[config.mk]
export PLATFORM = sky130hd
export DESIGN_NAME = addr_reg_file_p
export DESIGN_NICKNAME = d
export VERILOG_FILES = /design/src/rtl/arf_pkg.sv /design/src/rtl/arf_cell.sv /design/src/rtl/addr_reg_file_p.sv
export SDC_FILE = /design/constraint.sdc
export NUM_CORES = 1
export LEC_CHECK = 0
export CORE_UTILIZATION = 56
export CTS_BUF_LIST = sky130_fd_sc_hd__clkbuf_4 sky130_fd_sc_hd__clkbuf_8
export DETAILED_ROUTE_END_ITERATION = 8
export PLACE_DENSITY = 0.8
export SLEW_MARGIN = 20
export SYNTH_ARGS = -nofsm -noshare
export SYNTH_HDL_FRONTEND = slang
export SYNTH_HIERARCHICAL = 1
export SYNTH_SLANG_ARGS = --single-unit
[constraint.sdc]
create_clock -name clk -period 2.45 [get_ports clk]
set_input_delay 0.245 -clock clk [delete_from_list [all_inputs] [get_ports clk]]
set_output_delay 0.245 -clock clk [all_outputs]
set_load 0.01 [all_outputs]
[src/rtl/arf_pkg.sv]
`default_nettype none
// ============================================================================
//  Module   : arf_pkg
//  Purpose  : Shared constants for the parametrised address register file:
//             funsel operation codes and the default register indices
//             (AR, SP, PCPREV, PC).
//  Macros   : ARF_SAT_EN (used by arf_cell; nothing here depends on it)
//  Revision : 1.0 - initial release
// ============================================================================
package arf_pkg;

    // funsel operation codes
    localparam logic [1:0] FS_CLEAR = 2'b00;
    localparam logic [1:0] FS_LOAD  = 2'b01;
    localparam logic [1:0] FS_DEC   = 2'b10;
    localparam logic [1:0] FS_INC   = 2'b11;

    // Default register indices of the classic 4-register layout
    localparam int ARF_AR_IDX     = 0;
    localparam int ARF_SP_IDX     = 1;
    localparam int ARF_PCPREV_IDX = 2;
    localparam int ARF_PC_IDX     = 3;

endpackage : arf_pkg
`default_nettype wire

[src/rtl/arf_cell.sv]
`default_nettype none
// ============================================================================
//  Module   : arf_cell
//  Purpose  : One address register with its sticky wrap/saturation flag.
//             Performs clear / load / decrement / increment when selected;
//             otherwise optionally captures history data (PCPREV use).
//  Ports    : clk, rst          - clock, async active-high reset
//             we_i              - this register is selected for the op
//             funsel_i, step_i  - operation and inc/dec amount
//             load_i            - load data
//             cap_en_i, cap_data_i - history capture (only when not selected)
//             value_o, flag_o   - register value and sticky flag
//  Macros   : ARF_SAT_EN - inc/dec saturate instead of wrapping
//  Revision : 1.0 - initial release
// ============================================================================
module arf_cell
    import arf_pkg::*;
#(
    parameter int WIDTH  = 16,
    parameter int STEP_W = 4
) (
    input  logic              clk,
    input  logic              rst,
    input  logic              we_i,
    input  logic [1:0]        funsel_i,
    input  logic [STEP_W-1:0] step_i,
    input  logic [WIDTH-1:0]  load_i,
    input  logic              cap_en_i,
    input  logic [WIDTH-1:0]  cap_data_i,
    output logic [WIDTH-1:0]  value_o,
    output logic              flag_o
);

    // Arithmetic is done one bit wider than the larger operand so the true
    // (unwrapped) result is visible for overflow/underflow detection.
    localparam int EW = ((WIDTH > STEP_W) ? WIDTH : STEP_W) + 1;

    logic [WIDTH-1:0] value_q, value_d;
    logic             flag_q,  flag_d;

    logic [EW-1:0]    w_val_ext, w_step_ext, w_sum, w_diff;
    logic             w_ovf, w_unf;
    logic [WIDTH-1:0] w_inc_res, w_dec_res;

    assign w_val_ext  = EW'(value_q);
    assign w_step_ext = EW'(step_i);
    assign w_sum      = w_val_ext + w_step_ext;
    assign w_diff     = w_val_ext - w_step_ext;
    assign w_ovf      = |w_sum[EW-1:WIDTH];
    assign w_unf      = (w_step_ext > w_val_ext);

`ifdef ARF_SAT_EN
    assign w_inc_res = w_ovf ? {WIDTH{1'b1}} : w_sum[WIDTH-1:0];
    assign w_dec_res = w_unf ? {WIDTH{1'b0}} : w_diff[WIDTH-1:0];
`else
    assign w_inc_res = w_sum[WIDTH-1:0];
    assign w_dec_res = w_diff[WIDTH-1:0];
`endif

    always_comb begin
        value_d = value_q;
        flag_d  = flag_q;
        if (we_i) begin
            case (funsel_i)
                FS_CLEAR: begin
                    value_d = '0;
                    flag_d  = 1'b0;
                end
                FS_LOAD: value_d = load_i;
                FS_DEC: begin
                    value_d = w_dec_res;
                    flag_d  = flag_q | w_unf;
                end
                FS_INC: begin
                    value_d = w_inc_res;
                    flag_d  = flag_q | w_ovf;
                end
                default: ;
            endcase
        end else if (cap_en_i) begin
            // An explicit op on this register always beats history capture.
            value_d = cap_data_i;
        end
    end

    always_ff @(posedge clk or posedge rst) begin
        if (rst) begin
            value_q <= '0;
            flag_q  <= 1'b0;
        end else begin
            value_q <= value_d;
            flag_q  <= flag_d;
        end
    end

    assign value_o = value_q;
    assign flag_o  = flag_q;

endmodule : arf_cell
`default_nettype wire

[src/rtl/addr_reg_file_p.sv]
`default_nettype none
// ============================================================================
//  Module   : addr_reg_file_p
//  Purpose  : Parametrised address register file (AR/SP/PCPREV/PC style)
//             with variable inc/dec step, sticky per-register wrap flags,
//             automatic PC -> PCPREV history capture and two combinational
//             read ports.
//  Ports    : clk, rst            - clock, async active-high reset
//             i                   - load data
//             funsel              - 00 clear, 01 load, 10 dec, 11 inc
//             step                - inc/dec amount
//             r_sel               - write mask, bit NREGS-1-k selects reg k
//             out_a_sel/out_b_sel - read selects (>= NREGS reads 0)
//             out_a/out_b         - read data
//             wrap_flag           - sticky flags, bit k = register k
//  Macros   : ARF_SAT_EN - inc/dec saturate instead of wrapping
//  Revision : 1.0 - initial release
// ============================================================================
module addr_reg_file_p
    import arf_pkg::*;
#(
    parameter int  WIDTH      = 16,
    parameter int  NREGS      = 4,
    parameter int  STEP_W     = 4,
    parameter int  PC_IDX     = ARF_PC_IDX,
    parameter int  PCPREV_IDX = ARF_PCPREV_IDX,
    localparam int SEL_W      = $clog2(NREGS)
) (
    input  logic              clk,
    input  logic              rst,
    input  logic [WIDTH-1:0]  i,
    input  logic [1:0]        funsel,
    input  logic [STEP_W-1:0] step,
    input  logic [NREGS-1:0]  r_sel,
    input  logic [SEL_W-1:0]  out_a_sel,
    input  logic [SEL_W-1:0]  out_b_sel,
    output logic [WIDTH-1:0]  out_a,
    output logic [WIDTH-1:0]  out_b,
    output logic [NREGS-1:0]  wrap_flag
);

    logic [WIDTH-1:0] w_regs [NREGS];
    logic [NREGS-1:0] w_we;
    logic             w_cap_en;

    // r_sel is MSB-first: bit NREGS-1 addresses register 0.
    always_comb begin
        w_we = '0;
        for (int k = 0; k < NREGS; k++) begin
            w_we[k] = r_sel[NREGS-1-k];
        end
    end

    // Any write to PC records its pre-edge value into PCPREV, unless PCPREV
    // is itself being written explicitly in the same cycle.
    assign w_cap_en = w_we[PC_IDX] & ~w_we[PCPREV_IDX];

    generate
        for (genvar k = 0; k < NREGS; k++) begin : g_cell
            localparam bit IS_PCPREV = (k == PCPREV_IDX);
            arf_cell #(
                .WIDTH  (WIDTH),
                .STEP_W (STEP_W)
            ) u_cell (
                .clk        (clk),
                .rst        (rst),
                .we_i       (w_we[k]),
                .funsel_i   (funsel),
                .step_i     (step),
                .load_i     (i),
                .cap_en_i   (IS_PCPREV ? w_cap_en : 1'b0),
                .cap_data_i (w_regs[PC_IDX]),
                .value_o    (w_regs[k]),
                .flag_o     (wrap_flag[k])
            );
        end
    endgenerate

    // Read muxes: a select matching no register yields zero.
    always_comb begin
        out_a = '0;
        out_b = '0;
        for (int k = 0; k < NREGS; k++) begin
            if (out_a_sel == SEL_W'(k)) out_a = w_regs[k];
            if (out_b_sel == SEL_W'(k)) out_b = w_regs[k];
        end
    end

endmodule : addr_reg_file_p
`default_nettype wire

==> impl_metrics.tcl <==
set metrics [dict create \
    power_density_mw_per_mm2 593 \
    vias 10300 \
    fillers 1293 \
    wl_per_cell_um 23.7 \
    drv_cap 0 \
    synth-seq-area-share_pct 18.6 \
    synth_cells 1116 \
    netSwitchingFraction_pct 44.2 \
    worstRegToRegCells 10 \
    synth-adder-area-share_pct 6.68 \
    slew_headroom_pct 26.9 \
    place.gp.congestion 0.999 \
    die-area_sq_mm 0.0168 \
    synth_top_cells_by_count "nor2_1, a21oi_1, clkbuf_1" \
    grt_pass1_wl_um 52900 \
    status "finished clean" \
    power_leakage_nw 4.65 \
    synthMuxAreaShare_pct 14.9 \
    r2r_setup_slack_ns 0.02 \
    setup_viol 0 \
    portBuffers 67 \
    crit_arrival_ns 2.74 \
    cp_cell_sequence "ha_2 > inv_1 > fa_2 > nor3_2 > buf_4 > buf_4 > or3_4 > a22oi_2 > mux2_1 > a22oi_2" \
    power_frac_comb_pct 58.7 \
    startpoint_type "flip-flop" \
    root_buffer "clkbuf_8" \
    synth_compound_area_share_pct 25.9 \
    avgSynthCellArea_sq_um 8.19 \
    synth_top_family_by_area "compound AO/OA/AOI/OAI gates" \
    antennaDiodeCount 0 \
    clock_latency_ns 0.40 \
    slew_violations 0 \
    synth-edff-count 0 \
    drt-total-wl_um 34800 \
    async_flop_share_pct 100 \
    cts_tree "yes" \
    ys_types 87 \
    switchingPower_mw 2.90 \
    overflow 0 \
    cts.sinks 68 \
    layout_min_cycle_time_ns 2.43 \
    hold_viol_final 0 \
    clkTransAtPathRegs_ns 0.09 \
    io_pins 68 \
    finalCritPeriodShare_pct 99.1 \
    dp_worst_setup_slack_ns -0.404 \
    setup_ws_ns 0.0210 \
    rows 46 \
    internal_power_mw 3.66 \
    areaGrowthSynthToFinish_pct 21.2 \
    worst_pin_slew_ns 1.09 \
    skew_ns 0.0137 \
    seq_power_share_pct 24.6 \
    core_area_sq_mm 0.0159 \
    antenna_left 0 \
    drc_errors 0 \
    grt_pass1_vias 9481 \
    yosys.area.top_type "dfrtp_1" \
    drive_above_1_share_pct 20.1 \
    dpl.hpwl_um 24700 \
    start_util_pct 57.5 \
    first_iter_violations 1591 \
    vdd_ir_drop_max_uv 351 \
    chipHeight_um 130 \
    viasPerCell 7.03 \
    required_ns 2.76 \
    synth_xor_area_share_pct 2.40 \
    yosysTopAreaCellShare_pct 18.6 \
    post-place-cells 1453 \
    ys_ff_latch 68 \
    power.share.clock_pct 16.7 \
    slowest_delay_ns 0.43 \
    synth-main-ff-cell "dfrtp_1" \
    hp-class "in -> async" \
    reg2reg_to "g_cell[1].u_cell/value_o[4]" \
    numCtsBuffers 9 \
    worstSetupEndpointType "flip-flop" \
    h-tree-depth 3 \
    grt_max_degree 41 \
    cp_max_fo 2 \
    antenna_found_initial 1 \
    slowest_stage "dfrtp_1" \
    yosysMostFrequentCell "nor2_1" \
    syn_area_sq_mm 0.00914 \
    nNetsFinal 1326 \
    criticalPathCategory "reg -> reg" \
    ys_warn_count 6 \
    synth-simple-area-share_pct 23.1 \
    grtUsageTotal_pct 41.9 \
    chipWidth_um 130 \
    clock_path_buffers 2 \
    stdcell_count 1470 \
    reg2reg_from "g_cell[1].u_cell/value_o[0]" \
    max_freq_mhz 412 \
    netlist_top_cells_area "dfrtp_1, ha_1, mux2i_1" \
    ctsHoldBuffers 0 \
    drtPass1Iterations 6 \
]
==> how the worst max path moves through the flow <==
stage	start	end	slack [ns]	cells past startpoint
CTS	step[0]	g_cell[1].u_cell/flag_o	0.003	9
global route	g_cell[1].u_cell/value_o[0]	g_cell[1].u_cell/value_o[4]	-0.02	10
detailed placement	step[0]	g_cell[1].u_cell/flag_o	-0.40	9
global placement	step[0]	g_cell[2].u_cell/value_o[10]	-0.38	12
floorplan	g_cell[0].u_cell/value_o[3]	g_cell[0].u_cell/value_o[10]	0.14	7
finish	g_cell[1].u_cell/value_o[0]	g_cell[1].u_cell/value_o[4]	0.02	10
==> sequential cells by signal, summed over array words and instances, names as in the netlist <==
register and cells:
g_cell.u_cell/flag_o 4, g_cell.u_cell/value_o 64
==> logic make-up after synthesis <==
family	count (synthesis)
fa+ha+maj	44
compound gates	340
simple gates	378
flops	68
xor+xnor	25
other cells	1
buf+inv	170
mux	90
==> placed cells by master, fill, tap and decap left out, types with 9 or more instances in the layout <==
master           synthesis  final
nand3_1                 24     24
dfrtp_1                 68     68
nor2_1                  82     82
nor2b_1                 38     36
mux2_2                   9      9
nand2_1                 57     56
xor2_1                  11     11
nand2b_1                20     20
and3_1                  14     14
nor4_1                  20     20
nand3b_1                10     10
nand4_1                  9      9
o211ai_1                17     17
nor3b_1                 13     13
a221oi_1                14     14
and2_1                  11     11
or3_1                   11     10
o31a_1                  12     12
xnor2_1                 14     14
mux4_2                  20     20
ha_1                    36     34
a211oi_1                18     18
mux4_1                  12     12
clkbuf_8                 0      9
nor3_1                  22     20
o21a_1                  11     11
mux2i_1                 45     45
a31oi_1                 28     28
o22ai_1                 18     18
clkdlybuf4s50_1          0     63
a21oi_1                 79     79
o21ai_0                 38     38
buf_4                    0    153
inv_1                   59     59
==> power by group through the flow <==
stage / Sequential, mW / Clock, mW / Combinational [mW]
CTS: 1.59 / 1.11 / 3.70
finish: 1.62 / 1.10 / 3.85
global placement: 1.60 / 0 / 3.60
detailed placement: 1.61 / 0 / 3.67
floorplan: 1.54 / 0 / 2.21
global route: 1.63 / 1.15 / 4.09
==> layout make-up <==
type / count / area, sq um / area share [%]
multi-input combinational: 885 / 6760 / 61.1
timing repair buffer: 223 / 1890 / 17.1
sequential: 68 / 1700 / 15.4
tap: 216 / 270 / 2.44
inverter: 63 / 236 / 2.14
clock buffer: 9 / 124 / 1.12
clock inverter: 6 / 90.1 / 0.814
==> metrics by stage <==
stage | cell area [sq um] | utilization (%) | hold slack [ns] | setup TNS, ns | total power [mW]
final | 11100 | 69.7 | 0.427 | 0 | 6.57
after global routing | 11100 | 69.7 | 0.449 | -0.0168 | 6.87
after floorplan | 9160 | - | 0.171 | 0 | 3.74
after global placement | 10800 | 67.8 | 0.517 | -11.34 | 5.19
after detailed placement | 10800 | 67.8 | 0.529 | -12.95 | 5.28
after CTS | 11000 | 69.2 | 0.419 | 0 | 6.40
==> what timing repair did <==
item	CTS	global route
pin swaps	0	2
resized for setup	0	16
buffers inserted	1	1
endpoints found under the setup margin	2	21
==> layer usage <==
metal / part of all wire (%) / GRT usage [%] / vias up
li1: - / - / 4491
met1: 36 / 53.7 / 4794
met2: 44 / 62.7 / 842
met3: 13 / 11.0 / 200
met4: 7.3 / 26.7 / 2
met5: 0.037 / 0 / -
==> critical path: cells and delay by family (launching register included) <==
kind	cells	cell delay (ns)
fa+ha+maj	2	0.46
buf+inv	3	0.36
mux	1	0.35
compound gates	2	0.33
simple gates	2	0.43
flops	1	0.43
No activity file was read; power rests on OpenSTA's default activity.
==> edit: new RTL, same settings <==
`STEP_W` is set to 4 in 2 places; all go to 3.
--- a/src/rtl/arf_cell.sv
+++ b/src/rtl/arf_cell.sv
@@ -18,5 +18,5 @@
 #(
     parameter int WIDTH  = 16,
-    parameter int STEP_W = 4
+    parameter int STEP_W = 3
 ) (
     input  logic              clk,
--- a/src/rtl/addr_reg_file_p.sv
+++ b/src/rtl/addr_reg_file_p.sv
@@ -22,5 +22,5 @@
     parameter int  WIDTH      = 16,
     parameter int  NREGS      = 4,
-    parameter int  STEP_W     = 4,
+    parameter int  STEP_W     = 3,
     parameter int  PC_IDX     = ARF_PC_IDX,
     parameter int  PCPREV_IDX = ARF_PCPREV_IDX,
Interface: changed (resized step); port bits go from 68 to 67. The function was not compared with the original's and may differ.
==> edit against the original RTL <==
Final area shrank 9.4%; wire length fell by 13%; sequential cell count did not move; synthesized area shrank 10%; total power down 2.6%; first-iteration DRC count down 28%; worst setup slack improved by 54 ps; global-route usage up 0.38 points; synthesized cell count decreased by 11%; critical path type is now in2reg.
==> edit: results (changes against the original RTL) <==
status -> finished clean
met3 GRT Util -> 0.101 (-0.00858)
Via density -> 7.02 (-0.12%)
M1 GR Usage -> 0.538 (+0.00146)
Reg2Reg Depth -> 9 (-1)
Worst setup startpoint -> step[2]
Nets -> 1200 (-9.5%)
worst setup path end -> g_cell[1].u_cell/value_o[12]
layout cells sized above 1 -> 0.177 (-0.0243)
met3 wire length -> 3930 um (-15%)
Comb pwr share -> 0.544 (-0.043)
Pwr Total -> 6.39 mW (-2.6%)
min Tclk post-route -> 2370 ps (-54.4 ps)
relative slew slack -> 0.469 (+0.200)
final-layout fill cell count -> 1136 (-12%)
R2R Path End -> g_cell[3].u_cell/value_o[14]
placed cell area -> 9740 um2 (-9.6%)
Non-Filler Instances -> 1318 (-10%)
GR Util met2 -> 0.632 (+0.00510)
Switching Share -> 0.421 (-0.0214)
Worst Path Arrival -> 2660 ps (-80 ps)
distinct cell type count after synthesis -> 70 (-20%)
slowest stage delay, CP -> 480 ps (+50 ps)
family with the most delay on the worst path -> buffers and inverters
met1 WL -> 11200 um (-9.6%)
Iteration-0 DRC Markers -> 1144 (-28%)
top post-synthesis cells by count -> nor2_1 (93), dfrtp_1 (68), o21ai_0 (64)
PortBufs -> 66 (-1.5%)
HP Class -> in2reg
DP HPWL -> 21800 um (-12%)
Avg WL per Cell -> 23.1 um (-2.6%)
Avg Synthesized Cell Area -> 8.22 um2 (+0.39%)
worst flop-to-flop path startpoint -> g_cell[3].u_cell/value_o[0]
slowest cell on the critical path -> or4_1
max FFs per register -> 64 (unchanged)
CTS buffer count -> 9 (unchanged)
Top Metal Used -> met4
All-Layer GR Usage -> 0.422 (+0.00385)
CP max FO -> 8 (+6)
largest net degree at the start of global routing -> 32 (-22%)
top cells by area, synth -> dfrtp_1 (21%), mux4_2 (5.5%), ha_1 (4.3%)
worst slack, placed -> -343 ps (+61.8 ps)
Lkg Pwr -> 4.18 nW (-10%)
number of setup buffers added after CTS -> 0 (-1)
Seq/Total Area, Yosys -> 0.208 (+0.0218)
met2 routed WL -> 13100 um (-14%)
[edit: cell types whose count changed after synthesis, moves of 12 or more]
cell | unedited run | this run
or3_1 | 11 | 25
a211o_1 | 0 | 12
xnor2_1 | 14 | 26
o22ai_1 | 18 | 5
a21oi_1 | 79 | 56
clkbuf_1 | 74 | 53
o21ai_0 | 38 | 64
inv_1 | 59 | 43
nand2b_1 | 20 | 8
[edit: area by class of cell]
cell class                 instances  area [um2]  area share
multi-input combinational        816        6010       0.599
sequential                        68        1700       0.170
timing repair buffer             195        1680       0.168
tap                              180         225      0.0224
inverter                          43         161      0.0161
clock buffer                      12         159      0.0158
clock inverter                     4        95.1     0.00948
[edit: cells by family after synthesis]
kind of cell               synth area share
buffers and inverters                0.0676
adders and majority gates            0.0624
DFF                                   0.208
and+or+nand+nor                       0.231
other                              0.000459
xor gates and xnor gates             0.0461
AOI/OAI and AO/OA                     0.239
muxes                                 0.146
